**config.mk**
```make
export PLATFORM = sky130hd
export DESIGN_NAME = aoc_day1_line_parser
export DESIGN_NICKNAME = d
export VERILOG_FILES = /design/src/rtl/aoc_day1_line_parser.sv
export SDC_FILE = /design/constraint.sdc
export NUM_CORES = 1
export LEC_CHECK = 0
export BUFFER_PORTS_ARGS = -buffer_cell sky130_fd_sc_hd__buf_2
export CAP_MARGIN = 5
export CORE_AREA = 2 2 189 98
export DETAILED_ROUTE_END_ITERATION = 6
export DIE_AREA = 0 0 191 100
export PLACE_DENSITY = 0.56
export SLEW_MARGIN = 20
export SYNTH_ARGS = -nofsm -noshare
export SYNTH_HDL_FRONTEND = slang
export SYNTH_SLANG_ARGS = --single-unit
```
**constraint.sdc**
```tcl
create_clock -name clk -period 4 [get_ports clk]
set_clock_uncertainty 0.05 [all_clocks]
set_input_delay 0.8 -clock clk [delete_from_list [all_inputs] [get_ports clk]]
set_output_delay 0.8 -clock clk [all_outputs]
set_load 0.02 [all_outputs]
```
**src/rtl/aoc_day1_line_parser.sv**
```systemverilog
// aoc_day1_line_parser
//
// Byte-stream front end for the day-1 dial solver. Parses ASCII lines of the
// form L<decimal> / R<decimal> and emits one registered rotation record per line.
//
// Ports:
//   clk          - clock, rising edge
//   rst_n        - asynchronous active-low reset
//   in_byte      - ASCII input character
//   in_valid     - in_byte present this cycle
//   in_last      - final byte of the stream (sampled with in_valid)
//   in_ready     - parser accepts a byte this cycle
//   out_data     - rotation magnitude, held until the next record
//   dir_r        - 1 = R (increment), 0 = L, held with out_data
//   out_valid    - one-cycle pulse per record
//   rec_count    - number of records emitted, wraps at 2^16
//   err_bad_char - sticky, unexpected character seen
//   err_overflow - sticky, magnitude exceeded 32 bits or MAX_DIGITS
//   done         - sticky, in_last byte has been processed
module aoc_day1_line_parser #(
    parameter int unsigned MAX_DIGITS = 10
) (
    input  logic        clk,
    input  logic        rst_n,
    input  logic [7:0]  in_byte,
    input  logic        in_valid,
    input  logic        in_last,
    output logic        in_ready,
    output logic [31:0] out_data,
    output logic        dir_r,
    output logic        out_valid,
    output logic [15:0] rec_count,
    output logic        err_bad_char,
    output logic        err_overflow,
    output logic        done
);

    localparam int unsigned CntW = $clog2(MAX_DIGITS + 1);

    localparam logic [1:0] StIdle   = 2'd0;
    localparam logic [1:0] StDir    = 2'd1;
    localparam logic [1:0] StDigits = 2'd2;
    localparam logic [1:0] StSkip   = 2'd3;

    localparam logic [7:0] ChCr = 8'h0D;
    localparam logic [7:0] ChLf = 8'h0A;
    localparam logic [7:0] ChL  = 8'h4C;
    localparam logic [7:0] ChR  = 8'h52;

    logic [1:0]      state_q, state_d;
    logic            dir_q, dir_d;
    logic [31:0]     acc_q, acc_d;
    logic [CntW-1:0] cnt_q, cnt_d;
    logic [31:0]     out_data_q, out_data_d;
    logic            out_dir_q, out_dir_d;
    logic            out_valid_q, out_valid_d;
    logic [15:0]     rec_count_q, rec_count_d;
    logic            err_bad_q, err_bad_d;
    logic            err_ovf_q, err_ovf_d;
    logic            done_q, done_d;

    logic            accept;
    logic            is_digit;
    logic            is_lf;
    logic            emit;
    logic [35:0]     acc_x10;

    // Ready follows the reset pin directly so the first byte after release is taken.
    assign in_ready = rst_n & ~done_q;
    assign accept   = in_valid & in_ready;
    assign is_digit = (in_byte >= 8'h30) && (in_byte <= 8'h39);
    assign is_lf    = (in_byte == ChLf);
    // acc*10 + d as shift-add; the upper nibble flags a result above 32 bits.
    assign acc_x10  = ({4'b0, acc_q} << 3) + ({4'b0, acc_q} << 1) + {32'b0, in_byte[3:0]};

    always_comb begin
        state_d     = state_q;
        dir_d       = dir_q;
        acc_d       = acc_q;
        cnt_d       = cnt_q;
        out_data_d  = out_data_q;
        out_dir_d   = out_dir_q;
        out_valid_d = 1'b0;
        rec_count_d = rec_count_q;
        err_bad_d   = err_bad_q;
        err_ovf_d   = err_ovf_q;
        done_d      = done_q;
        emit        = 1'b0;

        if (accept) begin
            if (in_byte != ChCr) begin
                case (state_q)
                    StIdle: begin
                        if (in_byte == ChL || in_byte == ChR) begin
                            dir_d   = (in_byte == ChR);
                            acc_d   = '0;
                            cnt_d   = '0;
                            state_d = StDir;
                        end else if (!is_lf) begin
                            err_bad_d = 1'b1;
                            state_d   = StSkip;
                        end
                    end
                    StDir: begin
                        if (is_digit) begin
                            acc_d   = {28'b0, in_byte[3:0]};
                            cnt_d   = CntW'(1);
                            state_d = StDigits;
                        end else begin
                            err_bad_d = 1'b1;
                            state_d   = is_lf ? StIdle : StSkip;
                        end
                    end
                    StDigits: begin
                        if (is_digit) begin
                            if (acc_x10[35:32] != 4'b0 || cnt_q == CntW'(MAX_DIGITS)) begin
                                err_ovf_d = 1'b1;
                                acc_d     = '1;
                            end else begin
                                acc_d = acc_x10[31:0];
                                cnt_d = cnt_q + 1'b1;
                            end
                        end else if (is_lf) begin
                            emit    = 1'b1;
                            state_d = StIdle;
                        end else begin
                            err_bad_d = 1'b1;
                            state_d   = StSkip;
                        end
                    end
                    StSkip: begin
                        if (is_lf) begin
                            state_d = StIdle;
                        end
                    end
                    default: state_d = StIdle;
                endcase
            end

            // The last byte is processed first; an unterminated number still emits.
            if (in_last) begin
                if (state_d == StDigits) begin
                    emit = 1'b1;
                end
                state_d = StIdle;
                done_d  = 1'b1;
            end
        end

        if (emit) begin
            out_data_d  = acc_d;
            out_dir_d   = dir_q;
            out_valid_d = 1'b1;
            rec_count_d = rec_count_q + 16'd1;
        end
    end

    always_ff @(posedge clk or negedge rst_n) begin
        if (!rst_n) begin
            state_q     <= StIdle;
            dir_q       <= 1'b0;
            acc_q       <= '0;
            cnt_q       <= '0;
            out_data_q  <= '0;
            out_dir_q   <= 1'b0;
            out_valid_q <= 1'b0;
            rec_count_q <= '0;
            err_bad_q   <= 1'b0;
            err_ovf_q   <= 1'b0;
            done_q      <= 1'b0;
        end else begin
            state_q     <= state_d;
            dir_q       <= dir_d;
            acc_q       <= acc_d;
            cnt_q       <= cnt_d;
            out_data_q  <= out_data_d;
            out_dir_q   <= out_dir_d;
            out_valid_q <= out_valid_d;
            rec_count_q <= rec_count_d;
            err_bad_q   <= err_bad_d;
            err_ovf_q   <= err_ovf_d;
            done_q      <= done_d;
        end
    end

    assign out_data     = out_data_q;
    assign dir_r        = out_dir_q;
    assign out_valid    = out_valid_q;
    assign rec_count    = rec_count_q;
    assign err_bad_char = err_bad_q;
    assign err_overflow = err_ovf_q;
    assign done         = done_q;

endmodule
```
==> results.md <==
* First-pass GRT wire length at 32430 um
* Area growth syn-to-layout at 19.23%
* Synth Cell Area at 6845 sq um
* Max-slew violations at 0
* Total number of vias at 6233
* Die Width at 191 um
* Final setup vio count at 0
* DRC violations left at 0
* Async SR Flop Fraction at 100.0%
* Remaining global-route overflow at 0
* Avg WL per Cell at 18.41 um
* CTS max path bufs at 2
* Register share of total power at 38.9%
* Worst ir drop on vdd at 0.2007 mV
* Switch share at roughly 34%
* Share of cells above drive strength 1 at 23.34%
* Diodes inserted at 0
* Reg clk slew, reported paths at 0.07 ns
* Syn_nets at around 840
* Nets at 937
* Ys flop type: dfrtp_1
* Detailed Place HPWL at 15590 um
* Clk_lat worst skew at 0.35 ns
* Io pins at between 60 and 70
* Final core occ at 46.02%
* Critical path arrival at 4.07 ns
* Logic pwr share at around 26%
* Total negative setup slack at 0 ns
* Critical Path Fanout Max at 14
* Slew HR at 38.79%
* Cell Pwr Density at 339.7 nW/um^2
* Sequential area share after synthesis at 33.63%
* Postcts setup bufs at 0
* HP Class: flop to flop
* Fill cell total of the finished layout at between 1500 and 2000
* Maximum clock rate at 257.3 MHz
* Total GRT Usage at 21.90%
* Worst Path Required at 4.19 ns
* Initial antenna violation count at 0
* Initial Util at 38.60%
* Die ar. at 19100 sq um
* Vias/cell at 5.682
* Period utilization at between 90% and 100%
* Pin count of the biggest net entering global routing at 48
* Setup crit end kind: flop
* GPL Wtd Cong at 0.8838
* Post-synth EDFFs at 0
* Shortest period the worst path allows at 3.886 ns
* Routed wire length at 20190 um
* Core Region at 17740 sq um
* CTS tree: built
* Final Hold Vio Count at 0
* Max Cap Viol at 0
* Avg Inst Size Synth at between 9 and 10 sq um
* Clock sinks at 92
* I/O Buffers at 65
* #FFs+latches synth at 92
* Yosys cell types at 71
* Post-Syn Instances at 759
* Vias in the first global route at 5665
* Worst-margin pin slew at 0.9098 ns
* Status: completed
* Static leakage at 3.970 nW
* Drt pass-1 iters at 5
* Crit path launch type: input pin
* Warnings from Yosys at 0
* Seq. cell area at 2302 sq um
* NetSw at ~940 uW
* Clock network power share at 35.2%
* Rows at 35
* Num CTS Buffers at 9
* CTS HTree Levels at 3
* Setup CP Type: input pin to flop
* Hold buffers post-CTS at 0
* Root buf cell: clkbuf_16
* Area of the multi-input gates at 4405 sq um
* First DRT Iteration DRCs at 534
* Die height at 100 um
* Pint at roughly 1.8 mW
* DRT antenna net count at 0
* RSZ-0062 raised after global routing: false
what timing repair did:
action | 4_1_cts | 5_1_grt
endpoints found under the setup margin | 0 | 29
endpoints found under the hold margin | 0 | 0
resized for setup | 0 | 11
sequential cells by signal (all words and copies together) (netlist names), 2 cells and up:
name       count
cnt_q          4
rec_count     16
acc_q         32
state_q        2
out_data      32
synthesized netlist by cell type (6+ instances only):
cell,count,area share (%)
a31oi_1,10,0.91
dfrtp_1,92,34
buf_4,6,0.66
nand3_1,19,1.4
clkbuf_1,16,0.88
nand2_1,82,4.5
nor2b_1,6,0.55
o211ai_1,16,1.8
buf_2,12,0.88
nor4_1,24,2.2
mux2_2,26,4.3
and3_1,12,1.1
nor2_1,48,2.6
nor3_1,16,1.2
ha_1,71,13
a21oi_1,56,4.1
nand4_1,10,0.91
and2_1,6,0.55
xor2_1,17,2.2
xnor2_1,25,3.2
a211oi_1,6,0.66
inv_1,17,0.93
a21o_1,10,1.1
o21ai_0,68,5.0
o21a_1,6,0.66
metrics by stage:
stage | total power, mW | hold WS (ns) | cells | area [sq um] | setup slack (ns)
finish | 2.772 | 0.4193 | 1097 | 8162 | 0.1140
global placement | 1.801 | 0.4059 | 1081 | 7774 | -0.2410
floorplan | 1.532 | 0.4288 | 759 | 6893 | 0.03041
detailed placement | 1.796 | 0.4076 | 1081 | 7774 | -0.2801
CTS | 2.778 | 0.4216 | 1097 | 8105 | 0.08119
global route | 2.922 | 0.4478 | 1097 | 8162 | 0.008120
power groups by stage:
stage	registers, mW	clock network [mW]	logic [mW]
global route	1.09	1.04	0.789
finish	1.08	0.975	0.718
CTS	1.08	0.995	0.705
detailed placement	1.10	0	0.700
floorplan	1.12	0	0.413
global placement	1.10	0	0.705
area by class of cell:
class / count / area share [%]
Clock buffer: 9 / 2.759
Clock inverter: 7 / 1.303
Inverter: 17 / 0.7818
Multi-Input combinational cell: 613 / 53.98
Sequential cell: 92 / 28.21
Tap cell: 240 / 3.679
Timing Repair Buffer: 119 / 9.290
cells in the final DEF, fill, tap and decap left out, types with 9 or more instances in the layout:
master     count
mux2_2        26
dfrtp_1       92
xnor2_1       24
a21oi_1       55
a31oi_1       10
nand3_1       19
buf_2         64
inv_1         17
nor3_1        16
buf_4         53
o211ai_1      16
clkbuf_16      9
nor4_1        21
xor2_1        17
nand4_1       10
a21o_1        10
nor2_1        47
ha_1          71
o21ai_0       68
and3_1        12
nand2_1       82
cells by family (layout without fill, tap and decap cells):
logic type               Yosys count  in the layout  share of synthesized area (%)
AO/OA/AOI/OAI                    219            219                          20.55
XOR/XNOR                          42             42                          5.374
adder cells (fa/ha/maj)           73             73                          13.56
buffers and inverters             54            152                          3.747
flip-flops                        92             92                          33.63
multiplexers                      28             28                          4.643
AND/OR/NAND/NOR                  251            251                          18.50
metal layers:
layer  global-route usage (%)  routed length, um  up-vias  share of wire, %
met5                        0                  0        -                 0
met4                    3.220                112        0              0.55
met3                    4.056               1470        9               7.3
met2                    25.20               6908      210                34
met1                    39.27              11700     3001                58
li1                         -                  -     3013                 -
critical path: stages:
cell and delay [ns]:
buf_2 0.13, fa_1 0.57, inv_1 0.07, fa_2 0.39
nand2b_4 0.16, a21oi_4 0.16, o21ai_2 0.10, a21oi_2 0.19
a41oi_2 0.14, mux2_4 0.37, buf_4 0.22, nor4_1 0.33
o21ai_0 0.16, mux2_2 0.28
path summary, 6_finish.rpt:
| kind | startpoint | end | slack, ns | cells after the start |
|---|---|---|---|---|
| hold reg to reg | rec_count[15]$_DFFE_PN0P_ | rec_count[15]$_DFFE_PN0P_ | 0.42 | 1 |
| hold / removal | rec_count[15]$_DFFE_PN0P_ | rec_count[15]$_DFFE_PN0P_ | 0.42 | 1 |
| setup reg to reg | acc_q[2]$_DFF_PN0_ | out_data[13]$_DFFE_PN0P_ | 0.23 | 13 |
| max in group asynchronous | rst_n | out_data[7]$_DFFE_PN0P_ | 2.27 | 3 |
| setup / recovery | in_byte[3] | out_data[13]$_DFFE_PN0P_ | 0.11 | 14 |
| min in group asynchronous | rst_n | rec_count[3]$_DFFE_PN0P_ | 0.57 | 2 |
No activity file was read; power rests on OpenSTA's default activity.
